`config.mk`:
```
export PLATFORM = sky130hd
export DESIGN_NAME = uart_rx_param
export DESIGN_NICKNAME = d
export VERILOG_FILES = /design/src/rtl/uart_rx_param.sv
export SDC_FILE = /design/constraint.sdc
export NUM_CORES = 1
export LEC_CHECK = 0
export BUFFER_PORTS_ARGS = -buffer_cell sky130_fd_sc_hd__buf_2
export CORE_MARGIN = 2
export CORE_UTILIZATION = 50
export DETAILED_ROUTE_END_ITERATION = 10
export PLACE_DENSITY_LB_ADDON = 0.1
export SYNTH_ARGS = -nofsm -noshare
export SYNTH_HDL_FRONTEND = slang
export SYNTH_SLANG_ARGS = --single-unit
export TNS_END_PERCENT = 1
```
`constraint.sdc`:
```
create_clock -name sys_clk -period 2.4 [get_ports sys_clk]
set_input_delay 0.12 -clock sys_clk [delete_from_list [all_inputs] [get_ports sys_clk]]
set_output_delay 0.12 -clock sys_clk [all_outputs]
set_load 0.05 [all_outputs]
```
`src/rtl/uart_rx_param.sv`:
```
// Parametrised UART receiver: synchronised, majority-voted serial input with
// configurable data/parity/stop format and a valid/ready holding register.
module uart_rx_param #(
    parameter int CLKS_PER_BIT = 16,
    parameter int DATA_BITS    = 8,
    parameter int PARITY       = 0,
    parameter int STOP_BITS    = 1
) (
    input  logic                 sys_clk,
    input  logic                 reset,
    input  logic                 Rx,
    output logic [DATA_BITS-1:0] rx_data,
    output logic                 rx_valid,
    input  logic                 rx_ready,
    output logic                 parity_err,
    output logic                 frame_err,
    output logic                 break_det,
    output logic                 overrun_err
);

    localparam int CW = $clog2(CLKS_PER_BIT);
    localparam int IW = $clog2(DATA_BITS);
    localparam logic [CW-1:0] C_SAMP0 = CW'(CLKS_PER_BIT / 2 - 1);
    localparam logic [CW-1:0] C_SAMP1 = CW'(CLKS_PER_BIT / 2);
    localparam logic [CW-1:0] C_DECIDE = CW'(CLKS_PER_BIT / 2 + 1);
    localparam logic [CW-1:0] C_LAST = CW'(CLKS_PER_BIT - 1);
    localparam logic [IW-1:0] C_LAST_BIT = IW'(DATA_BITS - 1);

    typedef enum logic [2:0] {S_IDLE, S_START, S_DATA, S_PARITY, S_STOP} state_t;

    logic                 r_sync1, r_sync2, r_prev;
    logic [1:0]           r_fill;
    state_t               r_state, w_next_state;
    logic [CW-1:0]        r_cnt;
    logic [IW-1:0]        r_bit_idx;
    logic                 r_stop_idx;
    logic [1:0]           r_samp;
    logic [DATA_BITS-1:0] r_shift;
    logic                 r_par_bit;
    logic                 r_ferr_acc;

    logic w_fall, w_decide, w_end, w_maj, w_last_stop;
    logic w_bit_adv, w_stop_adv, w_complete;
    logic w_ferr_final, w_par_err, w_break;

    // r_prev only follows the line once the sync chain holds real samples, so
    // a line that is already low when reset releases never looks like a start.
    always_ff @(posedge sys_clk) begin
        if (reset) begin
            r_sync1 <= 1'b1;
            r_sync2 <= 1'b1;
            r_fill  <= 2'b00;
            r_prev  <= 1'b0;
        end else begin
            r_sync1 <= Rx;
            r_sync2 <= r_sync1;
            r_fill  <= {r_fill[0], 1'b1};
            r_prev  <= r_fill[1] & r_sync2;
        end
    end

    assign w_fall      = r_prev & ~r_sync2;
    assign w_decide    = (r_cnt == C_DECIDE);
    assign w_end       = (r_cnt == C_LAST);
    assign w_maj       = (r_samp[0] & r_samp[1]) | (r_samp[0] & r_sync2) | (r_samp[1] & r_sync2);
    assign w_last_stop = (STOP_BITS == 1) || r_stop_idx;

    // NOTE: every output of this block gets a default first, so no path can
    // leave one unassigned and infer a latch.
    always_comb begin
        w_next_state = r_state;
        w_bit_adv    = 1'b0;
        w_stop_adv   = 1'b0;
        w_complete   = 1'b0;
        unique case (r_state)
            S_IDLE: if (w_fall) w_next_state = S_START;
            S_START: begin
                if (w_decide && w_maj) w_next_state = S_IDLE;
                else if (w_end)        w_next_state = S_DATA;
            end
            S_DATA: begin
                if (w_end) begin
                    if (r_bit_idx == C_LAST_BIT) w_next_state = (PARITY != 0) ? S_PARITY : S_STOP;
                    else                         w_bit_adv = 1'b1;
                end
            end
            S_PARITY: if (w_end) w_next_state = S_STOP;
            S_STOP: begin
                if (w_decide && w_last_stop) begin
                    w_complete   = 1'b1;
                    w_next_state = S_IDLE;
                end else if (w_end) begin
                    w_stop_adv = 1'b1;
                end
            end
            default: w_next_state = S_IDLE;
        endcase
    end

    // NOTE: sequential state uses non-blocking assignments so every register
    // samples the pre-edge values regardless of statement order.
    always_ff @(posedge sys_clk) begin
        if (reset) begin
            r_state    <= S_IDLE;
            r_cnt      <= '0;
            r_bit_idx  <= '0;
            r_stop_idx <= 1'b0;
            r_samp     <= 2'b11;
            r_shift    <= '0;
            r_par_bit  <= 1'b0;
            r_ferr_acc <= 1'b0;
        end else begin
            r_state    <= w_next_state;
            r_cnt      <= (r_state == S_IDLE || w_end) ? '0 : r_cnt + 1'b1;
            r_stop_idx <= (r_state == S_STOP) ? (r_stop_idx | w_stop_adv) : 1'b0;
            if (r_state == S_START)  r_bit_idx <= '0;
            else if (w_bit_adv)      r_bit_idx <= r_bit_idx + 1'b1;
            if (r_cnt == C_SAMP0)    r_samp[0] <= r_sync2;
            if (r_cnt == C_SAMP1)    r_samp[1] <= r_sync2;
            if (r_state == S_DATA && w_decide)   r_shift[r_bit_idx] <= w_maj;
            if (r_state == S_PARITY && w_decide) r_par_bit <= w_maj;
            if (r_state == S_START)                   r_ferr_acc <= 1'b0;
            else if (r_state == S_STOP && w_decide)   r_ferr_acc <= r_ferr_acc | ~w_maj;
        end
    end

    assign w_ferr_final = r_ferr_acc | ~w_maj;
    assign w_par_err    = (PARITY == 1) ? ~(^r_shift ^ r_par_bit) :
                          (PARITY == 2) ?  (^r_shift ^ r_par_bit) : 1'b0;
    assign w_break      = (r_shift == '0) && (PARITY == 0 || !r_par_bit) && w_ferr_final;

    always_ff @(posedge sys_clk) begin
        if (reset) begin
            rx_data     <= '0;
            rx_valid    <= 1'b0;
            parity_err  <= 1'b0;
            frame_err   <= 1'b0;
            break_det   <= 1'b0;
            overrun_err <= 1'b0;
        end else begin
            overrun_err <= 1'b0;
            if (w_complete) begin
                if (!rx_valid || rx_ready) begin
                    rx_data    <= r_shift;
                    parity_err <= w_par_err;
                    frame_err  <= w_ferr_final;
                    break_det  <= w_break;
                    rx_valid   <= 1'b1;
                end else begin
                    overrun_err <= 1'b1;
                end
            end else if (rx_valid && rx_ready) begin
                rx_valid <= 1'b0;
            end
        end
    end

endmodule
```
==> Yosys cells after proc, flatten, opt, wreduce, memory -nomap -nowiden <==
Cells that the tools add are included.
W data, S select, Z words.
{ "totals": {"register_bits": 38, "wordCells": 87, "output_inout_bits": 13} }
{ "op_classes": {"reduce_logical": 18, "bitwise": 11, "n_eq_ne": 16, "n_lt_le_gt_ge": 2, "n_mux": 21, "add_sub_neg": 2} }
{ "op_table": {"columns": ["op", "n"], "rows": [
  ["$mux W3", 7],
  ["$pmux W3 S5", 1],
  ["$eq A4 B4 Y1 const B", 3],
  ["$mux W1", 11],
  ["$ne A2 B2 Y1 const B", 5],
  ["$bwmux W8", 1],
  ["$logic_not A8 Y1", 1],
  ["$eq A3 B2 Y1 const B", 2],
  ["$eq A3 B3 Y1 const B", 2],
  ["$logic_and A1 B1 Y1", 6],
  ["$reduce_and A6 Y1", 1],
  ["$reduce_or A2 Y1", 3],
  ["$and A1 B1 Y1", 5],
  ["$add A4 B1 Y4 const B", 1],
  ["$eq A4 B3 Y1 const B", 1],
  ["$lt A3 B4 Y1 const B", 1],
  ["$reduce_and A2 Y1", 2],
  ["$add A3 B1 Y3 const B", 1],
  ["$demux W1 S3", 1],
  ["$eq A3 B1 Y1 const B", 1],
  ["$ge A3 B1 Y1 const B", 1],
  ["$logic_not A3 Y1", 1],
  ["$ne A3 B3 Y1 const B", 1],
  ["$not A1 Y1", 3],
  ["5 further kinds", 8]
]} }

==> Logic depth before layout (Yosys ltp) <==
Gate-level depths: netlist (run 1).
{ "logic_depth": {"ltp_word": 6, "mapped_depth": 7, "ltp_nobuf": 6} }

==> Worst setup path after synthesis (run 1) <==
OpenSTA, ideal clock, no wires.
{ "synth_timing": {"kind": "reg-to-reg", "from": "register r_bit_idx[0]", "to": "register r_state[2]", "path_stages_with_launch": 6, "setup_ps": 114, "arrival_ps": 1566, "period_less_slack_ps": 1680, "slack_ps": 720, "required_ps": 2286, "path_cell_list": "dfxtp_1 > ha_1 > ha_1 > a2111oi_0 > a2111oi_2 > a21o_1"} }
{ "synth_via": {"elab_chain_cells": 3} }
{ "synth_rtl": {"columns": ["item", "line_no", "text"], "rows": [
  ["start: declaration", "35", "logic [IW-1:0] r_bit_idx;"],
  ["start signal: assignment", "117", "else if (w_bit_adv) r_bit_idx <= r_bit_idx + 1'b1;"],
  ["$eq A3 B3 Y1", "83", "if (r_bit_idx == C_LAST_BIT) w_next_state = (PARITY != 0) ? S_PARITY : S_STOP;"],
  ["$ne A2 B2 Y1 (no line)", null, null],
  ["$reduce_and A6 Y1 (no line)", null, null],
  ["end signal: assignment", "113", "r_state <= w_next_state;"],
  ["end: declaration", "33", "state_t r_state, w_next_state;"]
]} }
Every way passes these cells.
A chain may end at the register's enable or synchronous reset.

==> Worst setup path after layout (run 1) <==
{ "layout_timing": {"from": "register r_cnt[0]", "to": "register r_state[1]"} }
{ "layout_via": {"elab_chain_cells": 4, "word_cells_on_any_way": 10} }
{ "layout_rtl": {"columns": ["item", "line_no", "text"], "rows": [
  ["start: declaration", "34", "logic [CW-1:0] r_cnt;"],
  ["start signal: assignment", "114", "r_cnt <= (r_state == S_IDLE || w_end) ? '0 : r_cnt + 1'b1;"],
  ["$eq A4 B4 Y1", "63", "assign w_decide = (r_cnt == C_DECIDE);"],
  ["$logic_and A1 B1 Y1", "78", "if (w_decide && w_maj) w_next_state = S_IDLE;"],
  ["$ne A3 B3 Y1 (no line) / $mux W3 (equally long branches)", null, null],
  ["$reduce_and A6 Y1 (no line) / $pmux W3 S5 (equally long branches)", null, null]
]} }
Several ways; a longest one is shown, not always the timed one.

==> results of run 1 <==
[worst paths after layout]
kind                                           from                      end  cells past startpoint
worst max register to register  r_cnt[0]$_SDFF_PP0_  r_state[1]$_SDFFE_PP0P_                      5
worst max-delay path            r_cnt[0]$_SDFF_PP0_  r_state[1]$_SDFFE_PP0P_                      5
worst min-delay path                       rx_ready   overrun_err$_SDFF_PP0_                      3
worst min register to register   r_sync1$_SDFF_PP1_       r_sync2$_SDFF_PP1_                      1
[layout make-up]
class	count	share of cell area
inverters	6	0.0127
clock buffers	7	0.0255
flip-flops and latches	38	0.431
well taps	44	0.0312
multi-input cells	116	0.448
repair buffers	17	0.0524
[what timing repair did]
action / CTS / global route
gates resized for setup: 0 / 0
hold buffers: 1 / 0
endpoints found under the hold margin: 1 / 0
[critical path, cell delays in order, from the launching register on]
cell and delay, ns:
dfxtp_1 0.41, ha_1 0.19, and3b_1 0.43, nand3b_1 0.20, a2111oi_2 0.42, o2bb2ai_1 0.16
[power groups by stage]
stage	Sequential (mW)	Combinational [mW]	Clock, mW
global route	0.665	0.0961	0.347
detailed placement	0.676	0.0831	0
global placement	0.675	0.0799	0
CTS	0.661	0.0848	0.313
floorplan	0.662	0.0799	0
finish	0.662	0.0847	0.301
[routing by layer]
metal  up-vias  wire [um]  track usage
met2        26       1320        0.290
met3         5        108       0.0630
li1        616          -            -
met5         -          0            0
met1       545       1410        0.216
met4         0         48       0.0745
[registers in the layout (all words and copies together) (netlist names)]
signal and cells:
break_det 1, frame_err 1, overrun_err 1, r_bit_idx 3, r_cnt 4, r_ferr_acc 1, r_fill 2, r_prev 1
r_samp 2, r_shift 8, r_state 3, r_sync1 1, r_sync2 1, rx_data 8, rx_valid 1
[kinds of logic after synthesis]
kind of cell / count (synthesis) / synth area share
xor+xnor: 3 / 0.0161
fa+ha+maj: 6 / 0.0446
compound gates: 15 / 0.0684
flops: 38 / 0.467
mux: 20 / 0.123
buf+inv: 16 / 0.0469
simple gates: 71 / 0.231
other cells: 1 / 0.00230
[layout by cell type, fill, tap and decap left out, drive strengths merged, types with 5 or more instances in the layout]
| cell | instances |
|---|---|
| buf | 16 |
| inv | 6 |
| dfxtp | 38 |
| nor2 | 27 |
| nand2 | 6 |
| nand4 | 7 |
| clkbuf | 7 |
| ha | 5 |
| mux2i | 20 |
[per-stage QoR]
step / setup slack [ns] / hold WS [ns] / utilization / std cells / total power, mW
after floorplan: 0.720 / 0.224 / - / 170 / 0.742
after global placement: 0.622 / 0.302 / 0.556 / 220 / 0.755
after detailed placement: 0.563 / 0.309 / 0.556 / 220 / 0.759
after CTS: 0.543 / 0.0659 / 0.574 / 228 / 1.06
after global routing: 0.398 / 0.0741 / 0.574 / 228 / 1.11
final: 0.528 / 0.0765 / 0.574 / 228 / 1.05
==> results.json, run 1 <==
{
  "clk_pin_slew_ns": 0.10,
  "min_period_over_period": 0.780,
  "routedWlPerCell_um": 12.7,
  "numCtsBuffers": 5,
  "clock-sinks": 38,
  "clockBufferDepth": 2,
  "final-max-slew-violation-count": 0,
  "cp-end-kind": "register",
  "p_per_area_nw_per_um2": 593,
  "drive_gt1_frac": 0.141,
  "yosys-top-cells-count": "38 x dfxtp_1, 27 x nor2_1, 20 x mux2i_1, 7 x nand4_1",
  "p_seq_frac": 0.632,
  "synth_area_leaders": "dfxtp_1 47%, mux2i_1 12%, nor2_1 6.2%, ha_1 3.8%, nand4_1 2.7%",
  "path_max_fanout": 12,
  "worst_pin_slew_ns": 0.695,
  "grt_pass1_wl_um": 4760,
  "die_x_um": 61.1,
  "grt_max_degree": 29,
  "synthCells": 170,
  "yosysTopAreaCellShare": 0.467,
  "fp.dieH_um": 61.1,
  "antenna_found_initial": 0,
  "p_int_mw": 0.784,
  "ant_nets": 0,
  "register_area_um2": 761,
  "final_hold_viol_count": 0,
  "fin_crit_ns": 1.87,
  "criticalPathCategory": "register to register",
  "die_area_um2": 3730,
  "clk_latency_ns": 0.34,
  "core_um2": 3080,
  "ir_drop_v": 0.000294,
  "gp_congestion": 0.765,
  "async_reset_ff_frac": 0,
  "diodes": 0,
  "postCtsSetupBuffers": 0,
  "pwr-share-clk": 0.287,
  "drt-pass1-iter-count": 6,
  "yosys.area.top_type": "dfxtp_1",
  "pin_count": 17,
  "ys.flop_type": "dfxtp_1",
  "grt_usage": 0.179,
  "p_switching_mw": 0.263,
  "maxCapViolations": 0,
  "max_freq_mhz": 534,
  "place_hpwl_um": 2090,
  "drc": 0,
  "status": "finished clean",
  "final_area_um2": 1770,
  "ys_seq_area_frac": 0.467,
  "worstSetupStartpointType": "register",
  "tns_ns": 0,
  "synth_seq_cells": 38,
  "grt-ovfl-total": 0,
  "drtIter0Drc": 41,
  "fin_skew_ns": 0.00677,
  "yosysWarnings": 0,
  "avgSynthCellArea_um2": 9.58,
  "multi_input_comb_area_um2": 791,
  "cp.required_ns": 2.67,
  "areaGrowthSynthToFinish_pct": 8.53,
  "synth-edff-count": 0,
  "synth_area_um2": 1630,
  "grt_pass1_vias": 1058,
  "placed_cell_area_um2": 1710,
  "comb_power_share": 0.081,
  "crit_arrival_ns": 2.14,
  "fill_cells": 297,
  "switching_share": 0.251,
  "rrSetupSlack_ns": 0.53,
  "synthesis.nets": 179,
  "viasPerCell": 5.23,
  "relSlewSlack": 0.524,
  "placementRows": 20,
  "nNetsFinal": 193,
  "cts_root_buf": "clkbuf_4",
  "hp-class": "primary input to register",
  "cts_tree": "built",
  "cts_max_level": 2,
  "synth_most_common_cell": "dfxtp_1",
  "initial_core_util": 0.529,
  "io_buffers": 15,
  "p_leak_nw": 0.820,
  "wirelength_um": 2890,
  "grt_setup_unrepaired": "false",
  "setup_violations": 0,
  "synth_cell_types": 40,
  "route.vias.total": 1192
}
Note: power is estimated with default switching activity, not from simulation.
==> run 2, diff against run 1 <==
==> constraint.sdc (replaced) <==
create_clock -name sys_clk -period 1.6 [get_ports sys_clk]
set_input_delay 0.08 -clock sys_clk [delete_from_list [all_inputs] [get_ports sys_clk]]
set_output_delay 0.08 -clock sys_clk [all_outputs]
set_load 0.05 [all_outputs]
==> results.json, run 2 (synthesis results as in run 1) <==
{
  "final-max-slew-violation-count": 0,
  "cp-end-kind": "register",
  "place_hpwl_um": 2330,
  "initial_core_util": 0.529,
  "drive_gt1_frac": 0.259,
  "cts_root_buf": "clkbuf_4",
  "crit_slowest_cell": "a2111oi_4",
  "wirelength_um": 3110,
  "gp_congestion": 0.810,
  "fin_crit_ns": 1.57,
  "drc": 0,
  "top_regs": "r_shift (8), rx_data (8), r_cnt (4)",
  "nNetsFinal": 210,
  "die_x_um": 61.1,
  "ant_nets": 0,
  "clk_pin_slew_ns": 0.10,
  "cts_max_level": 2,
  "min_period_over_period": 0.980,
  "p_per_area_nw_per_um2": 929,
  "setup_slack_ns": 0.0312,
  "status": "finished clean",
  "core_um2": 3080,
  "numCtsBuffers": 5,
  "maxCapViolations": 0,
  "clk_latency_ns": 0.34,
  "comb_power_share": 0.109,
  "clockBufferDepth": 2,
  "diodes": 0,
  "crit_arrival_ns": 1.84,
  "cpPeakStageDelay_ns": 0.43,
  "cp_top_family": "compound AO/OA/AOI/OAI gates",
  "fp.dieH_um": 61.1,
  "antenna_found_initial": 0,
  "place_ws_ns": -0.0268,
  "fin_skew_ns": 0.00922,
  "final_common_cell": "dfxtp_1",
  "pwr-share-clk": 0.358,
  "grt_pass1_vias": 1214,
  "drt-pass1-iter-count": 4,
  "criticalPathCategory": "register to register",
  "switching_share": 0.231,
  "critical_path_buf_inv_count": 1,
  "areaGrowthSynthToFinish_pct": 21.8,
  "crit_chain": "inv_2 -> ha_4 -> and3b_2 -> nand3b_1 -> a2111oi_4 -> o2bb2ai_1",
  "viasPerCell": 5.24,
  "path_max_fanout": 4,
  "grt_setup_unrepaired": "true",
  "final_hold_viol_count": 0,
  "cts_tree": "built",
  "tns_ns": 0,
  "grt_usage": 0.194,
  "ir_drop_v": 0.000495,
  "io_buffers": 15,
  "worstSetupStartpointType": "register",
  "r2r-start": "r_cnt[1]$_SDFF_PP0_",
  "grt_max_degree": 16,
  "route.vias.total": 1284,
  "clock-sinks": 38,
  "setup_violations": 0,
  "max_freq_mhz": 637,
  "placementRows": 20,
  "final_cell_mix": "35 x dfxtp_1, 27 x nor2_1, 20 x mux2i_1, 18 x buf_4, 15 x buf_2",
  "cp.required_ns": 1.87,
  "routedWlPerCell_um": 12.7,
  "min_from": "rx_ready",
  "grt_pass1_wl_um": 5320,
  "p_leak_nw": 0.934,
  "setup.worst_path.start": "r_cnt[1]$_SDFF_PP0_",
  "pin_count": 17,
  "p_seq_frac": 0.532,
  "die_area_um2": 3730,
  "hp-class": "primary input to register",
  "p_int_mw": 1.42,
  "drtIter0Drc": 36,
  "grt-ovfl-total": 0,
  "p_switching_mw": 0.425
}
==> run 2: worst register-to-register path: cells and delay by family, from the launching register on <==
| kind | cells | cell delay (ns) |
|---|---|---|
| fa+ha+maj | 1 | 0.12 |
| buf+inv | 1 | 0.07 |
| compound gates | 2 | 0.60 |
| simple gates | 2 | 0.37 |
| flops | 1 | 0.35 |
==> run 2: final timing paths <==
| kind | cells after the start | slack (ns) | to |
|---|---|---|---|
| worst max-delay path | 6 | 0.03 | r_state[1]$_SDFFE_PP0P_ |
| worst min register to register | 1 | 0.42 | r_sync2$_SDFF_PP1_ |
| worst min-delay path | 3 | 0.05 | overrun_err$_SDFF_PP0_ |
| worst max register to register | 6 | 0.03 | r_state[1]$_SDFFE_PP0P_ |
==> run 2: layout make-up <==
| cell class | instances | area [um^2] |
|---|---|---|
| inverter | 6 | 22.5 |
| timing repair buffer | 34 | 220 |
| sequential | 38 | 767 |
| fill | 269 | 1100 |
| multi-input combinational | 116 | 836 |
| clock buffer | 6 | 51.3 |
| tap | 44 | 55.1 |
| clock inverter | 1 | 30.0 |
==> run 2: stage by stage <==
stage	total power [mW]	hold slack, ns	util	cell area (um^2)	cells
global route	1.92	0.0696	0.644	1980	245
CTS	1.84	0.0414	0.630	1940	242
finish	1.84	0.0537	0.644	1980	245
floorplan	1.12	0.184	-	1630	170
detailed placement	1.17	0.267	0.592	1820	234
global placement	1.16	0.263	0.592	1820	234
==> run 2: repair_timing <==
action / 4_1_cts / 5_1_grt
resized for setup: 3 / 7
hold buffers: 1 / 0
pin swaps: 0 / 5
endpoints found under the hold margin: 1 / 0
buffers inserted: 0 / 3
setup endpoints to repair: 3 / 16
==> run 2: layer usage <==
layer  GRT usage  vias up  wire length [um]  part of all wire
met3      0.0567        6                90             0.029
met4      0.0839        0                58             0.019
li1            -      652                 -                 -
met5           0        -                 0                 0
met2       0.307       17              1420              0.46
met1       0.246      609              1540              0.50
==> run 2: power groups by stage <==
stage	logic (mW)	registers, mW	clock network, mW
6_report	0.201	0.979	0.660
2_1_floorplan	0.126	0.994	0
5_1_grt	0.226	0.983	0.715
3_5_place_dp	0.170	0.998	0
3_3_place_gp	0.165	0.996	0
4_1_cts	0.190	0.977	0.671
==> run 3, diff against run 2 <==
--- a/config.mk
+++ b/config.mk
@@ -5,6 +5,7 @@
 export SDC_FILE = /design/constraint.sdc
 export NUM_CORES = 1
 export LEC_CHECK = 0
+export ABC_AREA = 1
 export BUFFER_PORTS_ARGS = -buffer_cell sky130_fd_sc_hd__buf_2
 export CORE_MARGIN = 2
 export CORE_UTILIZATION = 50
==> results.json, run 3 <==
{
  "cts_root_buf": "clkbuf_4",
  "areaGrowthSynthToFinish_pct": 10.9,
  "postCtsSetupBuffers": 0,
  "yosysWarnings": 0,
  "setup_violations": 0,
  "synth_most_common_cell": "dfxtp_1",
  "cts_max_level": 2,
  "comb_power_share": 0.150,
  "dpl.cell_count": 264,
  "wirelength_um": 3020,
  "clk_pin_slew_ns": 0.11,
  "synth-edff-count": 0,
  "async_reset_ff_frac": 0,
  "synthCells": 209,
  "tns_ns": 0,
  "p_seq_frac": 0.561,
  "grt_max_degree": 19,
  "grt-ovfl-total": 0,
  "critical_path_buf_inv_count": 2,
  "routedWlPerCell_um": 11.1,
  "synth_area_um2": 1650,
  "avgSynthCellArea_um2": 7.88,
  "synth-adder-area-share": 0.0380,
  "viasPerCell": 4.90,
  "yosys.area.top_type": "dfxtp_1",
  "cts_tree": "built",
  "clock-sinks": 38,
  "min_period_over_period": 0.862,
  "cpPeakStageDelay_ns": 0.34,
  "ys.flop_type": "dfxtp_1",
  "final_common_cell": "dfxtp_1",
  "drc": 0,
  "top_regs": "r_shift (8), rx_data (8), r_cnt (4)",
  "register_area_um2": 762,
  "clk_latency_ns": 0.35,
  "worstSetupStartpointType": "register",
  "switching_share": 0.293,
  "final-max-slew-violation-count": 0,
  "place_ws_ns": 0.192,
  "p_leak_nw": 0.792,
  "core_um2": 3100,
  "grt_setup_unrepaired": "false",
  "cp.required_ns": 1.85,
  "finish.utilization": 0.588,
  "cp_top_family": "simple AND/OR/NAND/NOR gates",
  "grt_pass1_vias": 1214,
  "nNetsFinal": 237,
  "grt_usage": 0.190,
  "die_area_um2": 3770,
  "synth_top_family_by_area": "simple AND/OR/NAND/NOR gates",
  "drtIter0Drc": 49,
  "final_cell_mix": "37 x dfxtp_1, 33 x inv_1, 24 x a21oi_1, 24 x nand2_1, 16 x nor2_1",
  "yosys-top-cells-count": "38 x dfxtp_1, 33 x inv_1, 24 x a21oi_1, 24 x nand2_1, 16 x nor2_1",
  "ir_drop_v": 0.000596,
  "final_cells": 273,
  "ant_nets": 0,
  "clockBufferDepth": 2,
  "gp_congestion": 0.869,
  "drive_gt1_frac": 0.205,
  "pin_count": 17,
  "cp-end-kind": "register",
  "setup_slack_ns": 0.221,
  "synth_area_leaders": "dfxtp_1 46%, inv_1 7.5%, a21oi_1 7.3%, nand2_1 5.5%, o21ai_0 4.3%",
  "yosysTopAreaCellShare": 0.462,
  "max_freq_mhz": 725,
  "status": "finished clean",
  "path_max_fanout": 5,
  "antenna_found_initial": 0,
  "io_buffers": 15,
  "die_x_um": 61.4,
  "hp-class": "primary input to register",
  "diodes": 0,
  "drt-pass1-iter-count": 4,
  "route.vias.total": 1338,
  "fp.dieH_um": 61.4,
  "ys_seq_area_frac": 0.462,
  "maxCapViolations": 0,
  "synth-compound-area-share": 0.157,
  "fin_crit_ns": 1.38,
  "p_switching_mw": 0.539,
  "synthMuxAreaShare": 0,
  "p_int_mw": 1.30,
  "crit_slowest_cell": "dfxtp_1",
  "synth-xor-area-share": 0.00532,
  "fill_cells": 299,
  "pwr-share-clk": 0.289,
  "synth_seq_cells": 38,
  "final_hold_viol_count": 0,
  "synth_cell_types": 29,
  "p_per_area_nw_per_um2": 1010,
  "fin_skew_ns": 0.00537,
  "grt_pass1_wl_um": 5070,
  "initial_core_util": 0.531,
  "numCtsBuffers": 5,
  "multi_input_comb_area_um2": 712,
  "place_hpwl_um": 2220,
  "yosys.area_share.simple": 0.229,
  "placementRows": 20,
  "criticalPathCategory": "register to register",
  "synthesis.nets": 218,
  "crit_arrival_ns": 1.63,
  "crit_chain": "inv_1 -> ha_1 -> nand3_2 -> inv_2 -> nand2_4 -> nor2_4 -> nand2_1 -> o21ai_0 -> a21oi_1"
}
-- run 3: logic make-up (layout without fill, tap and decap cells) --
family,after synthesis,after routing
and+or+nand+nor,74,74
xor gates and xnor gates,1,1
other,1,1
buffers and inverters,42,62
DFF,38,38
adders and majority gates,5,5
AOI/OAI and AO/OA,48,48
-- run 3: stage by stage --
step                      cell area [um^2]  total power, mW  hold WS [ns]
final                                 1830             1.84        0.0138
after floorplan                       1650             1.27         0.184
after global routing                  1830             1.95        0.0358
after global placement                1750             1.31         0.267
after detailed placement              1750             1.32         0.266
after CTS                             1820             1.85        0.0121
-- run 3: layout make-up --
class | count | area share
Clock buffer | 7 | 0.0302
Multi-Input combinational cell | 129 | 0.390
Tap cell | 44 | 0.0302
Timing Repair Buffer | 17 | 0.0507
Inverter | 37 | 0.0788
Clock inverter | 1 | 0.00274
Sequential cell | 38 | 0.417
-- run 3: worst min-delay path: cells and delay by family --
kind | cells | cell delay [ns]
buf+inv | 2 | 0.16
simple gates | 2 | 0.09
-- run 3: routing by layer --
metal | global-route usage | routed length, um
met3 | 0.0504 | 113
met1 | 0.237 | 1530
met2 | 0.292 | 1300
met4 | 0.119 | 80
met5 | 0 | 0
-- run 3: power by group through the flow --
stage	clock (mW)	sequential (mW)	combinational [mW]
2_1_floorplan	0	1.04	0.231
3_3_place_gp	0	1.05	0.267
3_5_place_dp	0	1.05	0.275
4_1_cts	0.546	1.03	0.278
5_1_grt	0.583	1.04	0.328
6_report	0.532	1.03	0.275
-- run 3: path summary, 6_finish.rpt --
| path | startpoint | endpoint | slack (ns) | cells after the start |
|---|---|---|---|---|
| setup / recovery | r_cnt[1]$_SDFF_PP0_ | r_shift[5]$_SDFFE_PP0P_ | 0.22 | 9 |
| setup reg to reg | r_cnt[1]$_SDFF_PP0_ | r_shift[5]$_SDFFE_PP0P_ | 0.22 | 9 |
| hold / removal | rx_ready | overrun_err$_SDFF_PP0_ | 0.01 | 4 |
| hold reg to reg | r_fill[0]$_DFF_P_ | r_fill[1]$_SDFF_PP0_ | 0.42 | 2 |
-- run 3: timing repair --
action	4_1_cts	5_1_grt
hold buffers	1	0
gates resized for setup	0	1
hold endpoints to repair	1	0
endpoints found under the setup margin	0	1
